[config.mk]
export PLATFORM = sky130hd
export DESIGN_NAME = ttt_game_ctrl
export DESIGN_NICKNAME = d
export VERILOG_FILES = /design/src/rtl/ttt_pkg.sv /design/src/rtl/ttt_line_check.sv /design/src/rtl/ttt_game_ctrl.sv
export SDC_FILE = /design/constraint.sdc
export NUM_CORES = 1
export LEC_CHECK = 0
export BUFFER_PORTS_ARGS = -buffer_cell sky130_fd_sc_hd__buf_2
export CORE_ASPECT_RATIO = 1.25
export CORE_MARGIN = 10
export CORE_UTILIZATION = 50
export CTS_CLUSTER_DIAMETER = 50
export DETAILED_ROUTE_END_ITERATION = 8
export PLACE_DENSITY = 0.79
export SYNTH_ARGS = -nofsm -noshare
export SYNTH_HDL_FRONTEND = slang
export SYNTH_HIERARCHICAL = 1
export SYNTH_SLANG_ARGS = --single-unit
[constraint.sdc]
create_clock -name clk -period 2.6 [get_ports clk]
set_input_delay 0.13 -clock clk [delete_from_list [all_inputs] [get_ports clk]]
set_output_delay 0.13 -clock clk [all_outputs]
set_load 0.1 [all_outputs]
[src/rtl/ttt_pkg.sv]
// Shared types and constants for the tic-tac-toe game controller.
// Holds the FSM state encoding, the symbol values and the table of the eight winning lines.
package ttt_pkg;

    typedef enum logic [2:0] {
        ST_CLEAR,
        ST_WAIT,
        ST_WRITE,
        ST_CHECK,
        ST_DONE
    } state_t;

    localparam logic SYM_X = 1'b0;
    localparam logic SYM_O = 1'b1;

    localparam int NCELLS = 9;
    localparam int NLINES = 8;

    // Three rows, three columns and two diagonals, as row-major cell indices.
    localparam logic [3:0] WIN_LINES [NLINES][3] = '{
        '{4'd0, 4'd1, 4'd2},
        '{4'd3, 4'd4, 4'd5},
        '{4'd6, 4'd7, 4'd8},
        '{4'd0, 4'd3, 4'd6},
        '{4'd1, 4'd4, 4'd7},
        '{4'd2, 4'd5, 4'd8},
        '{4'd0, 4'd4, 4'd8},
        '{4'd2, 4'd4, 4'd6}
    };

endpackage

[src/rtl/ttt_line_check.sv]
// Combinational board evaluator: reports a completed line, that line's symbol,
// and whether every cell is occupied.
module ttt_line_check
    import ttt_pkg::*;
(
    input  logic [NCELLS-1:0] cell_valid,
    input  logic [NCELLS-1:0] cell_symbol,
    output logic              win,
    output logic              win_sym,
    output logic              full
);

    always_comb begin
        win     = 1'b0;
        win_sym = SYM_X;
        for (int i = 0; i < NLINES; i++) begin
            if (!win
                && cell_valid[WIN_LINES[i][0]]
                && cell_valid[WIN_LINES[i][1]]
                && cell_valid[WIN_LINES[i][2]]
                && (cell_symbol[WIN_LINES[i][0]] == cell_symbol[WIN_LINES[i][1]])
                && (cell_symbol[WIN_LINES[i][1]] == cell_symbol[WIN_LINES[i][2]])) begin
                win     = 1'b1;
                win_sym = cell_symbol[WIN_LINES[i][0]];
            end
        end
    end

    assign full = &cell_valid;

endmodule

[src/rtl/ttt_game_ctrl.sv]
// Tic-tac-toe sequencer: validates moves, strobes the cell array, alternates turns
// and latches the game result until the board is cleared.
module ttt_game_ctrl
    import ttt_pkg::*;
#(
    parameter logic FIRST_SYM = SYM_X,
    parameter bit   ALT_START = 1'b1
) (
    input  logic              clk,
    input  logic              reset,
    input  logic              new_game,
    input  logic              move_req,
    input  logic [3:0]        move_pos,
    input  logic [NCELLS-1:0] cell_valid,
    input  logic [NCELLS-1:0] cell_symbol,
    output logic [NCELLS-1:0] cell_set,
    output logic              cell_reset,
    output logic              set_symbol,
    output logic              turn,
    output logic              move_rdy,
    output logic              move_ack,
    output logic              move_err,
    output logic              game_over,
    output logic              winner_vld,
    output logic              winner,
    output logic              draw
);

    state_t            state;
    logic              starter;
    logic              next_starter;
    logic [NCELLS-1:0] set_q;
    logic [15:0]       occ_ext;
    logic              pos_bad;
    logic              win;
    logic              win_sym;
    logic              full;

    ttt_line_check u_chk (
        .cell_valid  (cell_valid),
        .cell_symbol (cell_symbol),
        .win         (win),
        .win_sym     (win_sym),
        .full        (full)
    );

    assign occ_ext      = {{(16-NCELLS){1'b0}}, cell_valid};
    assign pos_bad      = (move_pos > 4'(NCELLS-1)) || occ_ext[move_pos];
    assign next_starter = ALT_START ? ~starter : FIRST_SYM;
    assign set_symbol   = turn;

    // A clear request landing in the WRITE cycle must suppress the strobe at once,
    // so the registered one-hot is gated here rather than one cycle later.
    assign cell_set = (reset || new_game) ? '0 : set_q;

    always_ff @(posedge clk) begin
        if (reset) begin
            state      <= ST_CLEAR;
            starter    <= FIRST_SYM;
            turn       <= FIRST_SYM;
            set_q      <= '0;
            cell_reset <= 1'b1;
            move_rdy   <= 1'b0;
            move_ack   <= 1'b0;
            move_err   <= 1'b0;
            game_over  <= 1'b0;
            winner_vld <= 1'b0;
            winner     <= 1'b0;
            draw       <= 1'b0;
        end else begin
            set_q    <= '0;
            move_ack <= 1'b0;
            move_err <= 1'b0;
            if (new_game) begin
                state      <= ST_CLEAR;
                cell_reset <= 1'b1;
                move_rdy   <= 1'b0;
                game_over  <= 1'b0;
                winner_vld <= 1'b0;
                winner     <= 1'b0;
                draw       <= 1'b0;
                // Holding new_game keeps the board in CLEAR; the starter flips only on entry.
                if (state != ST_CLEAR) begin
                    starter <= next_starter;
                    turn    <= next_starter;
                end
            end else begin
                case (state)
                    ST_CLEAR: begin
                        cell_reset <= 1'b0;
                        move_rdy   <= 1'b1;
                        game_over  <= 1'b0;
                        winner_vld <= 1'b0;
                        winner     <= 1'b0;
                        draw       <= 1'b0;
                        state      <= ST_WAIT;
                    end
                    ST_WAIT: begin
                        if (move_req) begin
                            if (pos_bad) begin
                                move_err <= 1'b1;
                            end else begin
                                set_q    <= {{(NCELLS-1){1'b0}}, 1'b1} << move_pos;
                                move_rdy <= 1'b0;
                                state    <= ST_WRITE;
                            end
                        end
                    end
                    ST_WRITE: begin
                        state <= ST_CHECK;
                    end
                    ST_CHECK: begin
                        if (win) begin
                            winner_vld <= 1'b1;
                            winner     <= win_sym;
                            game_over  <= 1'b1;
                            state      <= ST_DONE;
                        end else if (full) begin
                            draw      <= 1'b1;
                            game_over <= 1'b1;
                            state     <= ST_DONE;
                        end else begin
                            move_ack <= 1'b1;
                            turn     <= ~turn;
                            move_rdy <= 1'b1;
                            state    <= ST_WAIT;
                        end
                    end
                    ST_DONE: begin
                        state <= ST_DONE;
                    end
                    default: begin
                        state      <= ST_CLEAR;
                        cell_reset <= 1'b1;
                        move_rdy   <= 1'b0;
                    end
                endcase
            end
        end
    end

endmodule
* Yosys cells after proc, flatten, opt, wreduce, memory -nomap -nowiden
Cells that the tools add are included.
** Word-level totals
- Logic and storage cells :: 163
- Flip-flop bits (word level) :: 22
- Output and inout bits :: 19
- Bits of input ports :: 26
** Cells by class
- Bitwise gates (word level) :: 6
- Reduce and logical (&&, ||, !) cells :: 66
- Shifts and indexed selects :: 1
- Mux-type cells :: 46
- Equality and inequality tests :: 30
- Order comparisons :: 2
** Operators with widths (number)
- 1-bit logical AND :: 39
- 1-bit two-way mux :: 33
- 1-bit == test :: 16
- 3-bit case mux with 5 select lines :: 1
- 2-bit != test, second input constant :: 7
- 3-bit two-way mux :: 4
- 4-bit OR reduction :: 3
- 1-bit case mux with 2 select lines :: 5
- 9-bit two-way mux :: 1
- 9-bit AND reduction :: 1
- 1-bit by 4-bit << shifter with 9-bit output, first input constant :: 1
- 2-bit AND reduction :: 4
- 1-bit logical NOT :: 7
- 3-bit by 2-bit == test with 1-bit output, second input constant :: 2
- 1-bit inverter :: 6
- 4-bit by 5-bit less-than comparator with 1-bit output, second input constant :: 1
- 5-bit AND reduction :: 1
- 5-bit OR reduction :: 1
- 1-bit binary-select mux with 4-bit select :: 1
- 4-bit > comparator, second input constant :: 1
- 2-bit by 1-bit != test with 1-bit output, second input constant :: 2
- 1-bit case mux with 4 select lines :: 1
- 4-bit AND reduction :: 1
- 2-bit nonzero test :: 2
- 8 further kinds :: 10

* Logic depth before layout (Yosys ltp)
- Depth after elaboration :: 57
- Gate-level depth with buffers :: 10
- Depth with buffers taken out :: 9

* Modules after synthesis
Netlist, hierarchy kept.
** Modules (own cells, without submodules)
- ttt_game_ctrl :: instances 1, area each 1024.7 um2, sequential area each 440.4 um2, cells an instance 115
- ttt_line_check :: instances 1, area each 390.4 um2, sequential area each 0.0 um2, cells an instance 70

* Worst setup path after synthesis
OpenSTA, ideal clock, no wires.
- Kind :: input to register
- Start :: input cell_symbol[4]
- End :: register move_rdy
- Stages :: 10
- Setup slack :: 562 ps
- Buffers on the path :: 1
- Library setup time :: 87 ps
- Arrival time :: 1951 ps
- Data required time :: 2513 ps
- Cells stage by stage :: buf_6 -> and3_1 -> nor2_1 -> o22ai_1 -> nor4_2 -> nand2_1 -> nor2_1 -> a211oi_1 -> or4b_2 -> o31ai_1
** Between the ends
- Word-level cells in the longest chain between the ends :: 48
- Elaborated cells between the ends (all ways) :: 55
- Those cells by class :: 9 x eq/ne; 7 x mux; 39 x reduce/logical
** RTL lines
- start, declared :: RTL line ttt_game_ctrl.sv:15 : input logic [NCELLS-1:0] cell_symbol,
- 1-bit == test :: RTL line ttt_line_check.sv:21 : && (cell_symbol[WIN_LINES[i][0]] == cell_symbol[WIN_LINES[i][1]])
- 1-bit logical AND :: RTL line ttt_line_check.sv:21
- 1-bit logical AND :: RTL line ttt_line_check.sv:22 : && (cell_symbol[WIN_LINES[i][1]] == cell_symbol[WIN_LINES[i][2]])) begin
- 1-bit two-way mux :: RTL line ttt_line_check.sv:17 : if (!win
- 1-bit logical NOT :: RTL line ttt_line_check.sv:17
- 1-bit logical AND :: RTL line ttt_line_check.sv:18 : && cell_valid[WIN_LINES[i][0]]
- 1-bit logical AND :: RTL line ttt_line_check.sv:19 : && cell_valid[WIN_LINES[i][1]]
- 1-bit logical AND :: RTL line ttt_line_check.sv:20 : && cell_valid[WIN_LINES[i][2]]
- (+33 left out)
- 1-bit logical AND :: RTL line ttt_line_check.sv:19
- 1-bit logical AND :: RTL line ttt_line_check.sv:20
- 1-bit logical AND :: RTL line ttt_line_check.sv:21
- 1-bit logical AND :: RTL line ttt_line_check.sv:22
- 1-bit two-way mux (*) :: RTL line ttt_line_check.sv:17
- named net win :: RTL line ttt_game_ctrl.sv:35 : logic win;
- 2-bit != test (no line) (*)
- 5-bit AND reduction (no line) (*)
- end signal, assigned :: RTL line ttt_game_ctrl.sv:63 : move_rdy <= 1'b0;
- end signal, assigned :: RTL line ttt_game_ctrl.sv:77 : move_rdy <= 1'b0;
- end signal, assigned :: RTL line ttt_game_ctrl.sv:91 : move_rdy <= 1'b1;
- end, declared :: RTL line ttt_game_ctrl.sv:20 : output logic move_rdy,
The timed path passes the listed nets; every way through them passes the cells marked *.
A chain may end at the register's enable or synchronous reset.

* Final worst setup path
Ends and elaborated chain as after synthesis.

==> run_results.csv <==
group,metric,value,unit
power,ir_drop,0.201,mV
sta,finClkSkew,0.00270,ns
die,die_y,79.5,um
sta,tns,0,ns
detailed_routing,vias_per_cell,5.50,
global_route,grt_max_degree,13,
logic_synthesis,synthMostInstantiatedCell,"nor2_1",
die,fp.coreArea,2710,um^2
logic_synthesis,synthTopCellsByArea,"dfxtp_1 (31%), nor2_1 (7.2%), nand3_1 (6.0%)",
global_route,first_global_vias,1329,
final_layout,areaGrowthSynthToFinish,16.5,%
logic_synthesis,avgSynthCellArea,7.65,um^2
global_route,grtUsageMet1,13.7,%
logic_synthesis,synth.distinct_cells,43,
logic_synthesis,synth_edf_count,0,
worst_setup_path,worstSetupEndpoint,"move_rdy",
cts,clk_pin_slew,0.11,ns
cts,cts_resized,0,
place,gp_congestion,0.814,
logic_synthesis,ys_seq_area_share,31.1,%
die,initial_core_util,52.3,%
worst_setup_path,timing.rr.end,"set_q[0]",
worst_setup_path,criticalPathCategory,"primary input to flop",
worst_setup_path,critPathArrivalTime,2.17,ns
sta,rsz0062_at_grt,"false",
final_layout,fin_area,1650,um^2
global_route,grt.met3_usage,1.40,%
die,die_w,67.6,um
global_route,grt_usage,12.8,%
logic_synthesis,synth_common_cells,"nor2_1 (27), dfxtp_1 (22), nand2_1 (19), nand3_1 (17), a21oi_1 (14)",
sta,drv_slew,0,
cts,clock_latency,0.31,ns
sta,slew_headroom,62.5,%
logic_synthesis,yosysWarnings,6,
sta,fmax,520,MHz
global_route,antenna_found_initial,0,
worst_setup_path,cp-startpoint,"cell_symbol[4]",
logic_synthesis,synth_top_area_share,31.1,%
logic_synthesis,synth_area,1420,um^2
die,die-area,5370,um^2
sta,hold_viol_final,0,
place,io_buffers,44,
cts,cts_setup_buffers,0,
logic_synthesis,synth_flop_cell,"dfxtp_1",
cts,cts_max_path_buffers,2,
worst_setup_path,r2r_slack,0.82,ns
global_route,grt_busiest_layer,"met2",
min_path,hold_class,"primary input to flop",
detailed_routing,dr_total_vias,1424,
detailed_routing,wl_per_cell,13.3,um
cts,cts_max_level,1,
final_layout,nets,252,
cts,cts_tree,"built",
power,powerDensity,417,nW/um^2
final_layout,num_antenna_cells,0,
worst_setup_path,reg2reg_from,"state[2]",
global_route,gr-total-overflow,0,
detailed_routing,dr.pass1.iters,4,
detailed_routing,detail-route-antenna-nets,0,
place,placed_area,1610,um^2
worst_setup_path,worstPathMaxFanout,10,
die,rows,21,
worst_setup_path,cp-end-kind,"flop",
flow_run,cap_violations,0,
power,power_leakage,0.715,nW
sta,finalSetupViolations,0,
place,post-dp-hpwl,2.88,mm
detailed_routing,drt_first_iter_violations,41,
detailed_routing,routed_wl,3.43,mm
global_route,use_met2,22.7,%
sta,finalCritPeriodShare,74.0,%
cts,cts-buffers-inserted,3,
worst_setup_path,r2r_cells,4,
logic_synthesis,syn_inst,185,
detailed_routing,drt_drc_violations_left,0,
sta,min_period,1.92,ns
logic_synthesis,yosysTopAreaCell,"dfxtp_1",
final_layout,drive_above_1_share,27.1,%
sta,worst_slack,0.676,ns
worst_setup_path,cp-start-kind,"primary input",
logic_synthesis,postSynthNetCount,211,
cts,clock_sinks,22,
logic_synthesis,async_flop_share,0,%
global_route,grt_pass1_wl,5.58,mm
cts,hold_buffers,0,
status,outcome,"finished clean",
worst_setup_path,cp.required,2.84,ns
die,top_level_ports,45,
place,dp_slack,0.357,ns
logic_synthesis,ys_ff_latch,22,
cts,cts-root-buf,"clkbuf_4",
sta,worst_slew_pin_slew,0.560,ns
[state kept, by name, indices dropped and copies added (netlist names)]
register,flops
draw,1
winner,1
set_q,9
winner_vld,1
state,3
game_over,1
set_symbol,1
move_ack,1
move_err,1
starter,1
cell_reset,1
move_rdy,1
[cells by family (layout without fill, tap and decap cells)]
kind of cell / Yosys count / count (layout) / share of synthesized area, %
compound gates: 35 / 35 / 15.4
xor+xnor: 1 / 1 / 0.619
buf+inv: 11 / 51 / 5.39
flops: 22 / 22 / 31.1
mux: 7 / 7 / 7.25
simple gates: 109 / 109 / 40.2
[worst min path at each step]
stage | startpoint | end | slack, ns | depth (start not counted)
after floorplan | reset | set_symbol | 0.20 | 1
after global placement | reset | starter | 0.35 | 2
after detailed placement | reset | set_symbol | 0.35 | 2
after CTS | reset | set_symbol | 0.01 | 2
after global routing | reset | set_symbol | 0.02 | 2
final | reset | starter | 0.01 | 2
[area by class of cell]
| cell class | instances | area (um^2) |
|---|---|---|
| Fill cell | 260 | 1060 |
| Multi-Input combinational cell | 152 | 898 |
| Sequential cell | 22 | 440 |
| Timing Repair Buffer | 44 | 220 |
| Tap cell | 34 | 42.5 |
| Clock buffer | 4 | 36.3 |
| Inverter | 3 | 11.3 |
[worst max-delay path, cell delays in order]
cell      delay (ns)
buf_2           0.15
and3_1          0.17
nor2_1          0.09
o22ai_1         0.10
nor4_2          0.30
nand2_1         0.17
nor2_1          0.18
a211oi_1        0.15
or4b_2          0.63
o31ai_1         0.08
[report_power, final]
| group | leakage, nW | internal [W] | switching (W) |
|---|---|---|---|
| sequential | 0.178 | 0.000342 | 0.00000467 |
| clock | 0.0210 | 0.0000858 | 0.000102 |
| combinational | 0.516 | 0.0000546 | 0.0000973 |
| total | 0.715 | 0.000483 | 0.000204 |
[layout by cell type (no fill, tap or decap), types with 3 or more instances in the layout]
cell type	instances
a21oi_1	14
or2_1	4
clkbuf_4	3
o21ai_0	7
buf_2	44
inv_1	3
dfxtp_1	22
nor3_1	8
nand3_1	17
and2_1	9
mux2_4	4
or3_1	7
nor2_1	27
nand2_1	19
[per-layer routing]
layer / up-vias / wire (um)
met2: 46 / 1750
li1: 737 / -
met5: - / 0
met4: 0 / 104
met3: 9 / 177
met1: 632 / 1410
[per-stage QoR]
| step | std cells | total power, W | hold slack [ns] | util, % |
|---|---|---|---|---|
| floorplan | 185 | 0.000466 | 0.199 | - |
| global placement | 255 | 0.000504 | 0.352 | 59.6 |
| detailed placement | 255 | 0.000506 | 0.353 | 59.6 |
| CTS | 259 | 0.000688 | 0.0108 | 60.9 |
| global route | 259 | 0.000716 | 0.0181 | 60.9 |
| finish | 259 | 0.000687 | 0.0133 | 60.9 |
Note: power is estimated with default switching activity, not from simulation.
